<file path="src/rtl/instr_decode_stage.sv">
`default_nettype none
// ============================================================================
// Module      : instr_decode_stage
// Description : Registered decode stage for the 19-bit CPU with valid/ready
//               handshake, flush, illegal-opcode flag and decode counter.
// Revision    : 1.0 - initial release
// ============================================================================
module instr_decode_stage #(
    parameter int IW      = 19,
    parameter int OPW     = 4,
    parameter int RW      = 4,
    parameter int ALUW    = 3,
    parameter int JW      = 11,
    parameter int MW      = 8,
    parameter int COUNT_W = 16
) (
    input  logic               clk,
    input  logic               rst_n,
    input  logic               in_valid,
    output logic               in_ready,
    input  logic [IW-1:0]      instr,
    input  logic               flush,
    output logic               out_valid,
    input  logic               out_ready,
    output logic [OPW-1:0]     opcode,
    output logic [RW-1:0]      rs1,
    output logic [RW-1:0]      rs2,
    output logic [RW-1:0]      rd,
    output logic [1:0]         funct2,
    output logic [ALUW-1:0]    alu_type,
    output logic [JW-1:0]      jump_addr,
    output logic [JW-1:0]      call_addr,
    output logic [MW-1:0]      branch_addr,
    output logic [MW-1:0]      mem_addr,
    output logic               rs1_used,
    output logic               rs2_used,
    output logic               rd_we,
    output logic               illegal,
    output logic [COUNT_W-1:0] decode_count
);

    localparam int BW = OPW + 3*RW + 2 + ALUW + 2*JW + 2*MW + 4;

    localparam logic [OPW-1:0] c_OP_R    = OPW'(1);
    localparam logic [OPW-1:0] c_OP_I    = OPW'(2);
    localparam logic [OPW-1:0] c_OP_JMP  = OPW'(3);
    localparam logic [OPW-1:0] c_OP_BR   = OPW'(4);
    localparam logic [OPW-1:0] c_OP_LD   = OPW'(5);
    localparam logic [OPW-1:0] c_OP_ST   = OPW'(6);
    localparam logic [OPW-1:0] c_OP_CALL = OPW'(7);
    localparam logic [OPW-1:0] c_OP_RET  = OPW'(8);
    localparam logic [OPW-1:0] c_OP_ENC  = OPW'(9);
    localparam logic [OPW-1:0] c_OP_DEC  = OPW'(10);
    localparam logic [OPW-1:0] c_OP_FFT  = OPW'(11);

    logic [OPW-1:0]  w_op;
    logic [RW-1:0]   w_fa, w_fb, w_fc;
    logic [1:0]      w_ff;
    logic [ALUW-1:0] w_fl;

    assign w_op = instr[IW-1 -: OPW];
    assign w_fa = instr[IW-OPW-1 -: RW];
    assign w_fb = instr[IW-OPW-RW-1 -: RW];
    assign w_fc = instr[ALUW+RW-1 -: RW];
    assign w_ff = instr[IW-OPW-RW-1 -: 2];
    assign w_fl = instr[ALUW-1:0];

    logic [RW-1:0]   w_rs1, w_rs2, w_rd;
    logic [1:0]      w_funct2;
    logic [ALUW-1:0] w_alu;
    logic [JW-1:0]   w_jump, w_call;
    logic [MW-1:0]   w_branch, w_mem;
    logic            w_rs1_used, w_rs2_used, w_rd_we, w_illegal;
    logic [BW-1:0]   w_dec_bundle;

    always_comb begin
        w_rs1      = '0;
        w_rs2      = '0;
        w_rd       = '0;
        w_funct2   = '0;
        w_alu      = '0;
        w_jump     = '0;
        w_call     = '0;
        w_branch   = '0;
        w_mem      = '0;
        w_rs1_used = 1'b0;
        w_rs2_used = 1'b0;
        w_rd_we    = 1'b0;
        w_illegal  = 1'b0;
        case (w_op)
            c_OP_R: begin
                w_rs1 = w_fa; w_rs2 = w_fb; w_rd = w_fc; w_alu = w_fl;
                w_rs1_used = 1'b1; w_rs2_used = 1'b1; w_rd_we = 1'b1;
            end
            c_OP_I: begin
                w_rs1 = w_fa; w_funct2 = w_ff; w_rd = w_fc;
                w_rs1_used = 1'b1; w_rd_we = 1'b1;
            end
            c_OP_JMP:  w_jump = instr[JW-1:0];
            // Branch offset deliberately overlaps the rs2 field.
            c_OP_BR: begin
                w_rs1 = w_fa; w_rs2 = w_fb; w_branch = instr[MW-1:0];
                w_rs1_used = 1'b1; w_rs2_used = 1'b1;
            end
            c_OP_LD: begin
                w_rd = w_fa; w_mem = instr[MW-1:0]; w_rd_we = 1'b1;
            end
            c_OP_ST, c_OP_ENC, c_OP_DEC, c_OP_FFT: begin
                w_rs1 = w_fa; w_mem = instr[MW-1:0]; w_rs1_used = 1'b1;
            end
            c_OP_CALL: w_call = instr[JW-1:0];
            c_OP_RET:  ;
            default:   w_illegal = 1'b1;
        endcase
    end

    assign w_dec_bundle = {w_op, w_rs1, w_rs2, w_rd, w_funct2, w_alu,
                           w_jump, w_call, w_branch, w_mem,
                           w_rs1_used, w_rs2_used, w_rd_we, w_illegal};

    logic               out_valid_q, out_valid_d;
    logic [BW-1:0]      bundle_q, bundle_d;
    logic [COUNT_W-1:0] count_q, count_d;
    logic               w_accept, w_out_fire;

    // Reset also holds off fetch so nothing is accepted while rst_n is low.
    assign in_ready   = rst_n && (!out_valid_q || out_ready || flush);
    assign w_accept   = in_valid && in_ready;
    assign w_out_fire = out_valid_q && out_ready;

    always_comb begin
        out_valid_d = out_valid_q;
        bundle_d    = bundle_q;
        count_d     = count_q + COUNT_W'(w_out_fire);
        if (flush) begin
            out_valid_d = 1'b0;
        end else if (w_accept) begin
            out_valid_d = 1'b1;
            bundle_d    = w_dec_bundle;
        end else if (w_out_fire) begin
            out_valid_d = 1'b0;
        end
    end

    always_ff @(posedge clk) begin
        if (!rst_n) begin
            out_valid_q <= 1'b0;
            bundle_q    <= '0;
            count_q     <= '0;
        end else begin
            out_valid_q <= out_valid_d;
            bundle_q    <= bundle_d;
            count_q     <= count_d;
        end
    end

    assign out_valid    = out_valid_q;
    assign decode_count = count_q;
    assign {opcode, rs1, rs2, rd, funct2, alu_type, jump_addr, call_addr,
            branch_addr, mem_addr, rs1_used, rs2_used, rd_we, illegal} = bundle_q;

endmodule
`default_nettype wire

</file>
<file path="config.mk">
export PLATFORM = sky130hd
export DESIGN_NAME = instr_decode_stage
export DESIGN_NICKNAME = d
export VERILOG_FILES = /design/src/rtl/instr_decode_stage.sv
export SDC_FILE = /design/constraint.sdc
export NUM_CORES = 1
export LEC_CHECK = 0
export ABC_AREA = 0
export BUFFER_PORTS_ARGS = -buffer_cell sky130_fd_sc_hd__buf_2
export CELL_PAD_IN_SITES_DETAIL_PLACEMENT = 1
export CELL_PAD_IN_SITES_GLOBAL_PLACEMENT = 2
export CORE_MARGIN = 2
export CORE_UTILIZATION = 27
export DETAILED_ROUTE_END_ITERATION = 8
export PLACE_DENSITY = 0.73
export SETUP_SLACK_MARGIN = 0.3
export SLEW_MARGIN = 20
export SYNTH_ARGS = -nofsm -noshare
export SYNTH_HDL_FRONTEND = slang
export SYNTH_SLANG_ARGS = --single-unit
</file>
<file path="constraint.sdc">
create_clock -name clk -period 1.73 [get_ports clk]
set_clock_uncertainty 0.15 [all_clocks]
set_input_delay 0.346 -clock clk [delete_from_list [all_inputs] [get_ports clk]]
set_output_delay 0.346 -clock clk [all_outputs]
set_load 0.1 [all_outputs]
</file>
==> results of run 1 <==
[cells in the final DEF (no fill, tap or decap), types with 3 or more instances in the layout]
master | synthesis | layout
sky130_fd_sc_hd__xnor2_1 | 4 | 4
sky130_fd_sc_hd__buf_12 | 0 | 91
sky130_fd_sc_hd__nand2_1 | 64 | 63
sky130_fd_sc_hd__inv_1 | 4 | 4
sky130_fd_sc_hd__a21boi_1 | 5 | 25
sky130_fd_sc_hd__o21ai_1 | 7 | 10
sky130_fd_sc_hd__dfxtp_2 | 0 | 62
sky130_fd_sc_hd__dfxtp_4 | 0 | 17
sky130_fd_sc_hd__nor2b_1 | 3 | 3
sky130_fd_sc_hd__o21ai_0 | 8 | 4
sky130_fd_sc_hd__nand3_1 | 74 | 17
sky130_fd_sc_hd__clkbuf_16 | 0 | 10
sky130_fd_sc_hd__nand3_2 | 2 | 57
sky130_fd_sc_hd__a22oi_1 | 4 | 4
sky130_fd_sc_hd__a21boi_2 | 0 | 17
sky130_fd_sc_hd__xor2_1 | 7 | 7
sky130_fd_sc_hd__buf_2 | 12 | 23
sky130_fd_sc_hd__buf_4 | 1 | 18
sky130_fd_sc_hd__mux2_2 | 4 | 4
sky130_fd_sc_hd__and2_1 | 13 | 11
sky130_fd_sc_hd__nor4_4 | 1 | 4
sky130_fd_sc_hd__buf_6 | 4 | 13
sky130_fd_sc_hd__nor3_4 | 0 | 4
sky130_fd_sc_hd__buf_16 | 0 | 11
[tightest hold or removal path: stages]
cell and delay [ns]:
sky130_fd_sc_hd__buf_2 0.11, sky130_fd_sc_hd__nand2_1 0.06, sky130_fd_sc_hd__o21ai_1 0.05
[final cells by class]
cell class,count,area (um2)
multi-input cells,271,2200
inverters,4,15.0
fillers,1243,5370
well taps,172,215
clock buffers,11,264
flip-flops and latches,80,1740
clock inverters,5,37.5
repair buffers,160,2620
[per-layer routing]
metal | share of wire [%] | GRT usage, % | vias to the layer above
met2 | 53 | 38.1 | 79
met5 | 0 | 0 | -
met1 | 41 | 26.0 | 1715
met4 | 1.6 | 7.06 | 0
li1 | - | - | 1642
met3 | 4.5 | 5.24 | 19
[per-stage QoR]
stage	util (%)	instances	power, mW
5_1_grt	56.9	703	4.73
3_5_place_dp	37.0	648	2.43
6_report	56.9	703	4.57
4_1_cts	53.8	699	4.57
3_3_place_gp	37.0	648	2.42
2_1_floorplan	-	385	2.27
[kinds of logic (layout without fill, tap and decap cells)]
family	Yosys count	in the layout	share of synthesized area [%]
AND/OR/NAND/NOR	180	180	27.6
multiplexers	4	4	1.32
flip-flops	80	80	46.9
buffers and inverters	34	180	5.17
AO/OA/AOI/OAI	74	74	15.5
adder cells (fa/ha/maj)	2	2	0.733
XOR/XNOR	11	11	2.82
[flip-flops by register name, indices dropped and copies added, names as in the netlist]
name and flops:
decode_count 16, bundle_q 63, out_valid 1
[power groups by stage]
stage                     registers [mW]  clock network, mW  logic (mW)
after CTS                           1.87               1.98       0.726
after floorplan                     2.07                  0       0.208
after global placement              1.91                  0       0.519
after global routing                1.87               2.07       0.784
after detailed placement            1.91                  0       0.523
final                               1.87               1.94       0.753
[worst max-delay path by stage]
| stage | start | end | slack [ns] | cells after the start |
|---|---|---|---|---|
| after floorplan | out_valid | decode_count[15] | -0.12 | 6 |
| after global placement | out_ready | decode_count[15] | 0.04 | 7 |
| after detailed placement | out_ready | decode_count[15] | -0.02 | 7 |
| after CTS | out_valid | in_ready | -0.09 | 3 |
| after global routing | out_valid | decode_count[12] | -0.12 | 9 |
| final | out_valid | in_ready | -0.09 | 3 |
[repair_timing]
item	CTS	global route
pin swaps	16	22
cloned	13	0
endpoints found under the setup margin	153	127
setup buffers	22	4
hold buffers	0	0
gates resized for setup	362	104
hold endpoints to repair	0	0
==> out/summary.md, run 1 <==
For the net load switching power, the log shows 1.31 mW. The dominant synthesized flop cell is sky130_fd_sc_hd__dfxtp_1. In this run the most critical hold path is launched from instr[13].

Compared with the post-synthesis result, the final layout area differs by 108%. The tightest hold margin came out at 0.102 ns. STA classifies the critical path startpoint as a flip-flop. STA classifies the critical path endpoint as an output pin. Pin count of the biggest net entering global routing: 87.

Port buffering added 104 buffers. For the pin with the worst max-slew slack, the measured transition is 0.694 ns. For the initial antenna violation count, the log shows 0. 105 I/O pins were placed. The internal portion of the total power is 3.26 mW. The area inside the core boundary was 12500 um2; the largest incremental delay on the critical path was 0.34 ns.

The run finished, with violations left. For the final number of max-transition violations, the log shows 0. TritonCTS built the clock tree.

In this run the power density over the cells is 643 nW/um2. The most common cell in the synthesized netlist is sky130_fd_sc_hd__dfxtp_1. IR analysis of the VDD net gives a maximum drop of 0.465 mV. Share of the synthesized area in the top cell type: 46.9%. The ratio of cells with drive above 1 in the final layout was 68.0%; the instance count of the mapped netlist was 385.

Along the worst hold path, the cell count comes to 3. The worst register-to-register path begins at out_valid. The signal on the critical path passes through or2b_4, o21a_4, buf_12. For this run the aggregate overflow at the end of global routing stands at 0. At the end of the flow, the number of nets in the layout was 552. Dividing the synthesized area by the synthesized cell count gives 8.87 um2.

The detailed-route wire length per cell is 20.8 um, and the register-to-register setup slack is -0.05 ns. In this run the critical register-to-register path is captured at decode_count[12]. The class of the tightest hold or removal check was primary input to flip-flop. Counting flops and latches in the post-synthesis netlist gives 80. Net switching is 28.6% of the power. The worst slew margin relative to its limit was 53.0%. The number of design-rule violations left by the first detailed-router iteration is 121, and the synthesized netlist net count is 411. TritonCTS created 9 clock buffers. Once placement finished, the instance area stood at 4610 um2.

The worst-case setup margin in the final layout was -0.0932 ns; the HPWL reported at the end of detailed placement was 7500 um. The floorplan step set the die height to 116 um. The logs give 0 for the antenna diode instance count and -0.0188 ns for the placement-stage worst setup slack.

Counting I/O delays and the setup requirement, the final critical path takes 1.82 ns. In this run the number of H-tree levels came out at 3. The synthesized netlist contains 45 unique library cells. The die covers 13600 um2. The root buffer selected by CTS was sky130_fd_sc_hd__clkbuf_16. Category of cells accounting for the largest share of critical-path delay: flip-flops. The mapped netlist covers 3410 um2.

The first global-routing pass estimated 21700 um of wire. The overall die width is 116 um. Setup repair after global routing could not meet its margin everywhere.

The count of buffer and inverter cells on the critical path came out at 1. The logs give 3752 for the via count of the first global-routing pass and 548 MHz for the upper clock frequency limit. The number of buffers on the longest clock path was 2; the largest fanout on the critical path was 2. The clock reaches the later pin of the worst-skew pair after 0.35 ns. The path depth of the worst reg2reg path was 9; the initial cell density of the core was 27.4%. Cell taking the most area after synthesis: sky130_fd_sc_hd__dfxtp_1. Across the run, the number of max-cap violations was 0.

The commonest cells after synthesis are sky130_fd_sc_hd__dfxtp_1, sky130_fd_sc_hd__nand3_1, sky130_fd_sc_hd__nand2_1. The critical path in this run is classified as flip-flop to output pin. The detailed-route DRC error count was 0. Fraction of registers with async set or reset after synthesis: 0%. The final reports fail on setup timing.

The final clock period utilization by the worst path was 105%. Number of enable-type register cells in the synthesized netlist: 0. The total negative slack for setup checks came out at -0.234 ns. After synthesis, the cell types taking the most area are sky130_fd_sc_hd__dfxtp_1, sky130_fd_sc_hd__nand3_1, sky130_fd_sc_hd__a21boi_0. Data arrival time of the critical path: 1.33 ns. The run gives 16.5% as the combinational share of power. Setup violations remaining at the end of the flow were counted as 9. Clock-pin slew was measured on the worst setup and hold paths at 0.06 ns. The total count of hold-check failures in the final report was 0; the count of vias placed by the detailed router was 3455. The tools report the total global-route track usage as 21.7%. Synthesis warning total: 0. The tree built by TritonCTS fans out to 80 sinks. The finished cells cover 7100 um2.

The weighted congestion reported at the end of routability-driven placement is 0.731, and the first-pass iteration count of the detailed router is 4. The number of nets with antenna violations after detailed routing came out at 0. For hold timing, the worst endpoint is bundle_q[57]. The run gives 41.0% as the fraction of power consumed by sequential logic. The tools report the fraction of power consumed by the clock network as 42.5%. For the fraction of the yosys area taken by sequential cells, the log shows 46.9%. The sum of routed wire length over all layers is 14600 um. Row generation in the floorplan step produced 41 rows. The via density per instance was 4.91. For the worst setup path, the data required time is 1.23 ns.

Critical-path cell with the highest stage delay: sky130_fd_sc_hd__dfxtp_4. The leakage power total came out at 2.72 nW.
(Power assumes the default switching activity.)
==> inputs of run 2 (changes only) <==
SKIP_CTS_REPAIR_TIMING = 1   (was not set)
==> run 2 against run 1 <==
Net effect: hold slack better by 0.016 ns; fmax rose by 0.48%; combinational power down 13%; first-iteration DRC count fell by 1.7%; sequential cell count stayed put; sequential share of layout area is 1.1 points higher; the run still ends with setup timing left; via count fell by 3.2%; highest routed layer unchanged; core utilization is 2.9 points lower.
==> out/summary.md, run 2 (synthesis gave the netlist of run 1 again) <==
The number of design-rule violations left by the first detailed-router iteration came out at 119 (-1.7%). The tightest hold margin was 0.117 ns (+0.0156 ns); the first-pass iteration count of the detailed router was 4 (unchanged). Type of the worst setup path: flip-flop to output pin. Root buffer selected by CTS: sky130_fd_sc_hd__clkbuf_16. The tools report the total count of hold-check failures in the final report as 0 (unchanged).

Power density over cell area: 659 nW/um2 (+2.4%). The upper clock frequency limit is 551 MHz (+0.48%), and the critical path required time is 1.23 ns (about the same). Number of flip-flops under the largest register name: 63 (unchanged). The capturing point of the worst reg2reg path was decode_count[12]. The worst setup path is captured at an output pin. The path with the worst hold slack has its endpoint at bundle_q[57]. The detailed-route wire length per cell was 19.3 um (-6.9%). Signal routing reaches up to met4.

The transition time of the tightest slew-check pin was 0.672 ns (-0.0221 ns); the antenna diode instance count was 0 (unchanged). For the final net count, the log shows 535 (-3.1%). For the initial antenna violation count, the log shows 0 (unchanged). The tools report the final count of negative-setup-slack endpoints as 1 (-8).

The logs give 16.8% (-4.8 points) for the total global-route track usage and 764 um (+18%) for the met3 layer wire length in the routed design. The overall die width is 116 um (unchanged), and the CTS sink count is 80 (unchanged). The flow ran to the end, but the final reports show violations. The CTS H-tree depth is 3 (unchanged), and the post-route minimum period is 1.81 ns (-0.00869 ns).

The run gives 2 (unchanged) as the number of buffers on the longest clock path. The tools report the register-to-register setup slack as 0.02 ns (+0.07 ns). The tools report the critical register-to-register path startpoint as out_valid. The path depth of the worst reg2reg path is 7 (-2), and the routed metal-1 wirelength is 5530 um (-7.0%). In this run the worst hold path is classified as primary input to flip-flop.

Overall die height: 116 um (unchanged). For the worst slew margin relative to its limit, the log shows 54.5% (+1.5 points). The logs give 27.4% (unchanged) for the initial cell density of the core and 13300 um (-9.1%) for the sum of routed wire length over all layers. The number of port buffers is 104 (unchanged). The via count of the first global-routing pass was 3195 (-15%).

The tools report the source of the worst hold timing path as instr[13]. STA classifies the critical path startpoint as a flip-flop. The number of nets with antenna violations after detailed routing came out at 0 (unchanged). The logs give 87 (unchanged) for the pin count of the biggest net entering global routing and 13600 um2 (unchanged) for the total die area. The run gives 0 (unchanged) as the final global-route overflow total.

The tools report the max-capacitance violation count as 0 (unchanged). The count of vias placed by the detailed router is 3345 (-3.2%). The run gives 9 (unchanged) as the number of buffers inserted during clock tree synthesis. The run gives 41 (unchanged) as the standard-cell row count. The wire length of the first global-routing pass was 17300 um (-20%); the placement-stage worst setup slack was -0.0188 ns (unchanged). The library cells used most frequently in the layout, excluding fill and tap cells, are sky130_fd_sc_hd__buf_12, sky130_fd_sc_hd__nand2_1, sky130_fd_sc_hd__dfxtp_2, sky130_fd_sc_hd__nand3_2, sky130_fd_sc_hd__a21boi_1. The run gives 105 (unchanged) as the number of top-level design ports.

The register ranked first by flip-flop count was bundle_q. TritonCTS built the clock tree. For the worst IR drop on VDD, the log shows 0.342 mV (-27%).

The detailed-route DRC error count is 0 (unchanged). The library cell used most frequently in the layout, excluding fill and tap cells, is sky130_fd_sc_hd__buf_12. The HPWL reported at the end of detailed placement is 7500 um (unchanged). The checks that failed: setup timing. The post-synthesis to final-layout area growth is 97.2%. The largest fanout on the critical path was 3 (+1); the via density per instance was 4.88 (-0.78%). The data arrival time of the critical path came out at 1.32 ns (about the same). The worst-case setup margin in the final layout is -0.0845 ns (+0.00869 ns), and the CTS clock-pin slew for the worst setup and hold paths is 0.06 ns (about the same). The ratio of cells with drive above 1 in the final layout is 64.6% (-3.4 points).

The final number of max-transition violations came out at 0 (unchanged). The run gives 6820 um (-12%) as the wire length on met2. The area inside the core boundary was 12500 um2 (unchanged); the clock insertion delay at the later pin of the skew report was 0.34 ns (about the same). The leakage power total is 2.55 nW (-6.3%). Setup repair after global routing could not meet its margin everywhere. The count of cells along the worst hold path came out at 3 (unchanged). The weighted congestion reported at the end of routability-driven placement came out at 0.731 (unchanged).

Final clock period utilization by the worst path: 105% (-0.50 points).
==> run 2: worst max-delay path: stages (launching register included) <==
cell	delay, ns
sky130_fd_sc_hd__dfxtp_4	0.36
sky130_fd_sc_hd__or2b_4	0.27
sky130_fd_sc_hd__o21a_4	0.20
sky130_fd_sc_hd__buf_12	0.16
==> run 2: routing by layer <==
layer | vias to the layer above | track usage [%]
li1 | 1596 | -
met4 | 0 | 5.00
met2 | 86 | 26.7
met3 | 11 | 5.09
met1 | 1652 | 22.1
met5 | - | 0
==> run 2: worst max path at each step <==
stage | startpoint | to | slack [ns] | cells after the start
global route | out_valid | in_ready | -0.11 | 3
floorplan | out_valid | decode_count[15] | -0.12 | 6
finish | out_valid | in_ready | -0.08 | 3
detailed placement | out_ready | decode_count[15] | -0.02 | 7
global placement | out_ready | decode_count[15] | 0.04 | 7
CTS | out_valid | in_ready | -0.16 | 3
==> run 2: stage by stage <==
stage               util [%]  power (mW)  setup TNS, ns  cell area (um2)  std cells
floorplan                  -        2.27         -0.915             3860        385
global placement        37.0        2.42              0             4610        648
detailed placement      37.0        2.43        -0.0517             4610        648
CTS                     39.4        4.37         -0.165             4910        664
global route            54.0        4.59         -0.301             6730        686
finish                  54.0        4.44        -0.0845             6730        686
==> run 2: cell type report <==
type                       count  area [um2]
clock buffer                  11         264
clock inverter                 5        37.5
fill                        1274        5730
inverter                       4        15.0
multi-input combinational    271        2210
sequential                    80        1730
tap                          172         215
timing repair buffer         143        2260
==> run 2: report_power, final <==
part	internal, mW	total, mW	switching, mW
clock network	1.10	1.91	0.805
logic	0.242	0.657	0.416
registers	1.84	1.87	0.0260
